$ cat src/rtl/soc_mon_pkg.sv
// Shared types and constants for the SoC test-completion monitor.
package soc_mon_pkg;

  typedef enum logic [1:0] {
    ST_IDLE = 2'd0,
    ST_RUN  = 2'd1,
    ST_DONE = 2'd2,
    ST_TOUT = 2'd3
  } state_t;

  localparam int unsigned PASS_CODE = 1;

endpackage

$ cat src/rtl/soc_mon_channel.sv
// One snooped channel: decodes flag/result writes and keeps the sticky flag, pass bit and result.
module soc_mon_channel
  import soc_mon_pkg::*;
#(
  parameter int ADDR_W = 32,
  parameter int DATA_W = 32,
  parameter logic [ADDR_W-1:0] FLAG_ADDR   = '0,
  parameter logic [ADDR_W-1:0] RESULT_ADDR = 'h4
) (
  input  logic              clk,
  input  logic              rst,
  input  logic              clr,
  input  logic              en,
  input  logic              req,
  input  logic              we,
  input  logic [ADDR_W-1:2] word_addr,
  input  logic [DATA_W-1:0] wdata,
  output logic              flag_set,
  output logic              ch_done,
  output logic              ch_pass,
  output logic [DATA_W-1:0] result
);

  logic wr;
  logic flag_hit;
  logic result_hit;

  // Byte-offset bits never reach this module, so any byte within the word matches.
  assign wr         = en & req & we;
  assign flag_hit   = wr & (word_addr == FLAG_ADDR[ADDR_W-1:2]);
  assign result_hit = wr & (word_addr == RESULT_ADDR[ADDR_W-1:2]) & ~ch_done;
  assign flag_set   = flag_hit & (wdata != '0) & ~ch_done;

  always_ff @(posedge clk) begin
    if (rst || clr) begin
      ch_done <= 1'b0;
      ch_pass <= 1'b0;
      result  <= '0;
    end else begin
      if (flag_set) begin
        ch_done <= 1'b1;
        ch_pass <= (wdata == DATA_W'(PASS_CODE));
      end
      if (result_hit) begin
        result <= wdata;
      end
    end
  end

endmodule

$ cat src/rtl/soc_test_monitor.sv
// Snoops per-core data-memory writes for completion flags and results, with a RUN-cycle timeout.
module soc_test_monitor
  import soc_mon_pkg::*;
#(
  parameter int NUM_CH = 2,
  parameter int DATA_W = 32,
  parameter int ADDR_W = 32,
  parameter logic [ADDR_W-1:0] FLAG_ADDR   = '0,
  parameter logic [ADDR_W-1:0] RESULT_ADDR = 'h4,
  parameter int CNT_W    = 16,
  parameter int WAIT_ALL = 1
) (
  input  logic                     clk_i,
  input  logic                     rst_i,
  input  logic                     start_i,
  input  logic [CNT_W-1:0]         timeout_cycles_i,
  input  logic [NUM_CH-1:0]        dmem_req_i,
  input  logic [NUM_CH-1:0]        dmem_we_i,
  input  logic [NUM_CH*ADDR_W-1:0] dmem_addr_i,
  input  logic [NUM_CH*DATA_W-1:0] dmem_wdata_i,
  output logic                     busy_o,
  output logic                     done_o,
  output logic                     timeout_o,
  output logic                     pass_o,
  output logic [NUM_CH-1:0]        ch_done_o,
  output logic [NUM_CH*DATA_W-1:0] result_o,
  output logic [CNT_W-1:0]         cycle_count_o
);

  state_t            state;
  logic              run_en;
  logic              complete;
  logic              tout_hit;
  logic [NUM_CH-1:0] flag_set;
  logic [NUM_CH-1:0] ch_pass;
  logic [NUM_CH-1:0] done_mask;
  logic [CNT_W:0]    count_inc;

  // Writes in the start_i cycle are discarded because the channels are being cleared.
  assign run_en = (state == ST_RUN) && !start_i;

  for (genvar c = 0; c < NUM_CH; c++) begin : g_ch
    soc_mon_channel #(
      .ADDR_W      (ADDR_W),
      .DATA_W      (DATA_W),
      .FLAG_ADDR   (FLAG_ADDR),
      .RESULT_ADDR (RESULT_ADDR)
    ) u_ch (
      .clk       (clk_i),
      .rst       (rst_i),
      .clr       (start_i),
      .en        (run_en),
      .req       (dmem_req_i[c]),
      .we        (dmem_we_i[c]),
      .word_addr (dmem_addr_i[c*ADDR_W+2 +: ADDR_W-2]),
      .wdata     (dmem_wdata_i[c*DATA_W +: DATA_W]),
      .flag_set  (flag_set[c]),
      .ch_done   (ch_done_o[c]),
      .ch_pass   (ch_pass[c]),
      .result    (result_o[c*DATA_W +: DATA_W])
    );
  end

  // Including this cycle's flag sets lets done_o rise together with the last ch_done_o bit.
  assign done_mask = ch_done_o | flag_set;
  assign complete  = (WAIT_ALL != 0) ? (&done_mask) : (|done_mask);
  assign count_inc = {1'b0, cycle_count_o} + {{CNT_W{1'b0}}, 1'b1};
  assign tout_hit  = (timeout_cycles_i != '0) && (count_inc == {1'b0, timeout_cycles_i});

  always_ff @(posedge clk_i) begin
    if (rst_i) begin
      state         <= ST_IDLE;
      cycle_count_o <= '0;
    end else if (start_i) begin
      state         <= ST_RUN;
      cycle_count_o <= '0;
    end else if (state == ST_RUN) begin
      if (cycle_count_o != '1) begin
        cycle_count_o <= count_inc[CNT_W-1:0];
      end
      if (complete) begin
        state <= ST_DONE;
      end else if (tout_hit) begin
        state <= ST_TOUT;
      end
    end
  end

  assign busy_o    = (state == ST_RUN);
  assign done_o    = (state == ST_DONE);
  assign timeout_o = (state == ST_TOUT);
  assign pass_o    = done_o & (&(ch_pass | ~ch_done_o));

endmodule

$ cat config.mk
export PLATFORM = sky130hd
export DESIGN_NAME = soc_test_monitor
export DESIGN_NICKNAME = d
export VERILOG_FILES = /design/src/rtl/soc_mon_pkg.sv /design/src/rtl/soc_mon_channel.sv /design/src/rtl/soc_test_monitor.sv
export SDC_FILE = /design/constraint.sdc
export NUM_CORES = 1
export LEC_CHECK = 0
export CAP_MARGIN = 20
export CORE_UTILIZATION = 30
export DETAILED_ROUTE_END_ITERATION = 10
export HOLD_SLACK_MARGIN = 0.12
export MAX_ROUTING_LAYER = met4
export PLACE_DENSITY = 0.7
export SETUP_SLACK_MARGIN = 0.4
export SLEW_MARGIN = 10
export SYNTH_ARGS = -nofsm -noshare
export SYNTH_HDL_FRONTEND = slang
export SYNTH_SLANG_ARGS = --single-unit
export TNS_END_PERCENT = 1
$ cat constraint.sdc
create_clock -name clk_i -period 1.9 [get_ports clk_i]
set_input_delay 0.38 -clock clk_i [delete_from_list [all_inputs] [get_ports clk_i]]
set_output_delay 0.38 -clock clk_i [all_outputs]
set_load 0.02 [all_outputs]
# Yosys cells after proc, flatten, opt, wreduce, memory -nomap -nowiden
# Index checks and enable logic that the tools add are counted.
[word_totals]
reg_bits = 86
latchBits = 0
ramBits = 0
rom_bits = 0
output_inout_bits = 86
word_cells = 61
mem_count = 0
[op_classes]
add_sub_neg = 1
mul = 0
div = 0
n_lt_le_gt_ge = 0
n_eq_ne = 9
n_shift = 0
mux = 4
bitwise_logic = 20
n_reduce_logical = 18
[ops]
columns = ["op", "n"]
rows = [
  ["$eq 32x1->1 const B", 2],
  ["$reduce_bool 32->1", 2],
  ["$eq 30x1->1 const B", 2],
  ["$logic_not 30->1", 2],
  ["$add 16x1->17 const B", 1],
  ["$eq 17x16->1", 1],
  ["$ne 16x16->1 const B", 1],
  ["$reduce_bool 16->1", 1],
  ["$and 1x1->1", 15],
  ["$reduce_and 2->1", 5],
  ["$eq 2x2->1 const B", 2],
  ["$mux 2", 2],
  ["$or 2x2->2", 2],
  ["$reduce_bool 2->1", 2],
  ["$reduce_bool 3->1", 1],
  ["$eq 2x1->1 const B", 1],
  ["$logic_and 1x1->1", 2],
  ["$mux 1", 2],
  ["$not 1->1", 2],
  ["$not 2->2", 1],
  ["$reduce_or 2->1", 1],
  ["$logic_not 1->1", 1],
  ["$logic_or 1x1->1", 1],
]

# Longest topological paths before layout
[logic_depth]
depth_word = 12
ltp_mapped = 9
ltp_nobuf = 7

# Hierarchy
# A second synthesis with hierarchy kept.
[unflattened]
cells_unflattened = 470
area_unflattened_um2 = 4235.3
[modules_own_cells]
columns = ["module", "instances", "cells_per_inst", "area_each_um2", "seq_area_each_um2"]
rows = [
  ["soc_mon_channel", 2, 140, 1401.3, 680.7],
  ["soc_test_monitor", 1, 190, 1432.6, 360.3],
]

# Worst setup path before layout
# OpenSTA, ideal clock, no wires.
[synth_path]
path_type = "reg-to-reg"
from = "register cycle_count_o[0]"
to = "register state[1]"
setup_time_ps = 73
arrival_ps = 2041
required_ps = 1827
slack_ps = -215
stages_incl_launch_ff = 9
n_path_buf = 1
synth_period_minus_slack_ps = 2115
path_cell_list = "dfxtp_1 ha_1 clkbuf_1 xnor2_1 a2111o_1 a221oi_1 and4_1 nand4_1 o22ai_2"
[synth_between]
elab_chain_cells = 5
[synth_lines]
columns = ["item", "line_no", "rtl"]
rows = [
  ["start, declared", "soc_test_monitor.sv:27", "output logic [CNT_W-1:0] cycle_count_o"],
  ["start signal, assigned", "soc_test_monitor.sv:79", "cycle_count_o <= count_inc[CNT_W-1:0];"],
  ["$add 16x1->17", "soc_test_monitor.sv:67", "assign count_inc = {1'b0, cycle_count_o} + {{CNT_W{1'b0}}, 1'b1};"],
  ["$eq 17x16->1", "soc_test_monitor.sv:68", "assign tout_hit = (timeout_cycles_i != '0) && (count_inc == {1'b0, timeout_cycles_i});"],
  ["$logic_and 1x1->1", "soc_test_monitor.sv:68", ""],
  ["$reduce_bool 2->1 (no source line)", "-", ""],
  ["$reduce_and 2->1 (no source line)", "-", ""],
  ["end signal, assigned", "soc_test_monitor.sv:72", "state <= ST_IDLE;"],
  ["end signal, assigned", "soc_test_monitor.sv:75", "state <= ST_RUN;"],
  ["end signal, assigned", "soc_test_monitor.sv:82", "state <= ST_DONE;"],
  ["end, declared", "soc_test_monitor.sv:30", "state_t state;"],
]
# Every way passes these cells.
# A chain may end at the register's enable or synchronous reset.

# Worst setup path in the final report
[layout_path]
from = "input dmem_addr_i[11]"
to = "register g_ch[0].u_ch.result[27]"
[layout_between]
elab_chain_cells = 3
[layout_lines]
columns = ["item", "line_no", "rtl"]
rows = [
  ["start, declared", "soc_test_monitor.sv:19", "input logic [NUM_CH*ADDR_W-1:0] dmem_addr_i,"],
  ["$eq 30x1->1", "soc_mon_channel.sv:31", "assign result_hit = wr & (word_addr == RESULT_ADDR[ADDR_W-1:2]) & ~ch_done;"],
  ["$and 1x1->1 (2 in a row)", "soc_mon_channel.sv:31", ""],
  ["end signal, assigned", "soc_mon_channel.sv:45", "result <= wdata;"],
  ["end, declared", "soc_mon_channel.sv:21", "output logic [DATA_W-1:0] result"],
]
# Every way passes these cells.

==> impl_metrics.yaml <==
sta:
  timing.final.hold_violations: 0
  post-route-period-util_pct: 102
  setup_repair_after_global_routing_missed_its_margin: "true"
  time_the_final_worst_path_needs_with_i_o_delays_and_setup_ps: 1940
  peak_freq_ghz: 0.515
  timing.final.setup_violations: 25
  timing.max_slew.rel_slack_pct: 76.8
  timing.final.ws_setup_ps: -43.2
  maxSlewViolCount: 0
  fin_worst_skew_ps: 8.15
  max_slew.worst_pin.slew_ps: 346
hold_path:
  class_of_the_tightest_hold_or_removal_check: "input pin to flip-flop"
finish:
  layout-drive-gt1-share_pct: 22.5
  postLayoutCoreUtil_pct: 58.6
  finished_cell_area_sq_um: 7750
  numnets_final: 952
  n_antenna_cell: 0
  area.growth.synth_to_final_pct: 90.9
  final_cell_count_no_fill: 981
global_routing:
  first_global_vias: 4816
  grt_first_pass_wirelength_microns: 23300
  grt_use_met2_pct: 37.8
  pin_count_of_the_biggest_net_entering_global_routing: 33
  global_route.overflow_total: 0
  grtUsageMet1_pct: 24.2
  top_usage_layer: "met2"
  number_of_antenna_violations_at_the_first_check_in_global_routing: 0
  grt.total_usage_pct: 21.6
  grt_use_met3_pct: 4.20
detailed_routing:
  vias: 4860
  initialDrtViolationCount: 211
  route.detailed.wl_per_inst_microns: 15.9
  wl_microns: 15600
  drc_errors: 0
  postRouteAntennaNets: 0
  dr.pass1.iters: 4
  routed_via_density: 4.95
clock_tree:
  clk-insertion-delay-late_ps: 340
  clock_tree.root_cell: "clkbuf_16"
  cts_tree: "done"
  cts.path.max_buffers: 2
  cts-buffers-inserted: 9
  clk_pin_slew_worst_paths_ps: 70
  holdBufCountCts: 0
  clock_tree.htree_level_count: 3
  clkSinkCount: 86
power_and_ir_drop:
  total_leakage_power_nw: 3.47
  power.ir.vdd_worst_v: 0.000333
  power.density_cell_area_nw_per_um2: 553
  report.power.total_w: 0.00429
setup_path:
  worst_path_dominant_cell_family: "simple AND/OR/NAND/NOR gates"
  path_cells: "clkdlybuf4s50_1, nor4_4, nand3_2, or4_4, buf_12, nand2_1, a21oi_2"
  startpoint_type: "input pin"
  critical_path.max_fanout: 31
  worstPathBufferInverterCount: 2
  worst_ep_required_time_ps: 2130
  data_arrival_critical_path_ps: 2170
  endpoint_kind: "flip-flop"
  worstSetupPathType: "input pin to flip-flop"
  worst_path_largest_cell_delay_ps: 520
  crit_path_top_delay_cell: "or4_4"
yosys:
  synth_edf_count: 0
  ys_seq_elements: 86
  synth-main-ff-cell: "dfxtp_1"
  syn-num-nets: 669
  syn-cell-area_sq_um: 4060
  postSynthAreaPerCell_sq_um: 7.86
  sequential_cell_area_fraction_in_the_yosys_report_pct: 42.4
  synth_cells: 517
  synth.yosys.warnings: 0
  async_sr_flop_fraction_pct: 0
  synth.distinct_cells: 47
run:
  max-cap-violations: 0
floorplanning:
  rows: 42
  core_area_sq_um: 13200
  floorplan.initialDensity_pct: 30.7
  ios: 237
  die_x_microns: 118
  design.die.area_sq_um: 14000
  floorplan.die.height_microns: 118
placed_design:
  numPlacedInstances: 952
  place.gp.congestion: 0.858
  io_buffer_count: 232
  hpwl_microns: 11300
  dpl_worst_slack_ps: -648
  place_area_sq_um: 6990
status:
  failing_checks: "setup timing"
  run_status: "finished with violations"
-- synth_stat cells, types with 2 or more instances --
cell type    n  area [sq um]
o31a_1       2          17.5
a21oi_1     66           330
and4_1       3          26.3
clkbuf_1    17          63.8
or4_1        3          22.5
a211oi_1     2          15.0
and3_1       3          18.8
mux2i_1      3          30.0
buf_4        4          30.0
nand4_1     14          87.6
dfxtp_1     86          1720
nand3_1     11          55.1
buf_2        9          45.0
xnor2_1     20           175
o21ai_0      2          10.0
nor2_1      29           109
inv_1        7          26.3
or3_1        2          12.5
nor4_2       2          25.0
nor3_1      13          65.1
nor4_1      31           194
xor2_1      18           158
nand2_1    145           544
buf_6        2          22.5
-- through the flow --
stage / TNS [ps] / hold WS, ps
after floorplan: -136 / 459
after global placement: -35890 / 437
after detailed placement: -37850 / 443
after CTS: -7820 / 449
after global routing: -3380 / 331
final: -248 / 337
-- worst paths after layout --
check                               start  cells past startpoint                 endpoint  slack (ps)
setup reg to reg                 state[0]                      7                 state[1]         -20
setup / recovery          dmem_addr_i[11]                      7  g_ch[0].u_ch.result[27]         -40
hold / removal           dmem_wdata_i[63]                      3  g_ch[1].u_ch.result[31]         340
hold reg to reg   g_ch[0].u_ch.result[25]                      2  g_ch[0].u_ch.result[25]         450
-- power breakdown --
group | total [W] | internal, W | switching, W
combinational | 0.000546 | 0.000344 | 0.000202
clock | 0.00194 | 0.00119 | 0.000745
sequential | 0.00181 | 0.00180 | 0.00000391
-- per-layer routing --
layer	wire length, microns	vias up
li1	-	2356
met2	8050	180
met3	772	36
met4	427	0
met5	0	-
met1	6350	2288
-- worst min-delay path: cells and delay by family --
kind / cells / cell delay [ps]
simple gates: 1 / 60
buf+inv: 1 / 140
compound gates: 1 / 50
-- state kept, by name (all words and copies together) (netlist names) --
name and flops:
g_ch.u_ch.ch_done 2, g_ch.u_ch.result 64, cycle_count_o 16, state 2, g_ch.u_ch.ch_pass 2
-- logic make-up (layout without fill, tap and decap cells) --
group	Yosys count	count (layout)	synth area share (%)
and+or+nand+nor	264	264	30.8
AOI/OAI and AO/OA	85	85	12.6
DFF	86	86	42.4
muxes	3	3	0.739
xor gates and xnor gates	38	38	8.19
adders and majority gates	1	1	0.308
buffers and inverters	40	328	4.93
-- area by class of cell --
cell class / count / area [sq um]
Clock buffer: 11 / 243
Clock inverter: 5 / 82.6
Inverter: 7 / 26.3
Tap cell: 176 / 220
Fill cell: 1175 / 5490
Timing Repair Buffer: 305 / 2970
Multi-Input combinational cell: 391 / 2480
Sequential cell: 86 / 1740
-- repair_timing --
action                     in CTS  in global routing
cloned                          0                  2
setup endpoints to repair     172                103
resized for setup             148                133
buffers inserted                0                 11
pin swaps                       4                 49
-- cell usage in the layout, fill, tap and decap left out, types with 4 or more instances in the layout --
| cell type | Yosys | layout |
|---|---|---|
| nor3_1 | 13 | 10 |
| xor2_1 | 18 | 18 |
| inv_1 | 7 | 6 |
| clkdlybuf4s50_1 | 0 | 76 |
| a21oi_1 | 66 | 59 |
| buf_6 | 2 | 5 |
| nor4_4 | 0 | 6 |
| dlygate4sd2_1 | 0 | 66 |
| nor4_1 | 31 | 8 |
| clkbuf_2 | 0 | 5 |
| dfxtp_1 | 86 | 74 |
| nor2_1 | 29 | 26 |
| buf_2 | 9 | 8 |
| xnor2_1 | 20 | 20 |
| nand3_1 | 11 | 8 |
| clkbuf_16 | 0 | 9 |
| buf_4 | 4 | 64 |
| dfxtp_2 | 0 | 11 |
| a21oi_2 | 0 | 7 |
| dlymetal6s2s_1 | 1 | 66 |
| nand4_1 | 14 | 14 |
| nand3_2 | 1 | 4 |
| nor4_2 | 2 | 19 |
| clkdlybuf4s15_2 | 0 | 7 |
| nand2_1 | 145 | 144 |
No activity file was read; power rests on OpenSTA's default activity.
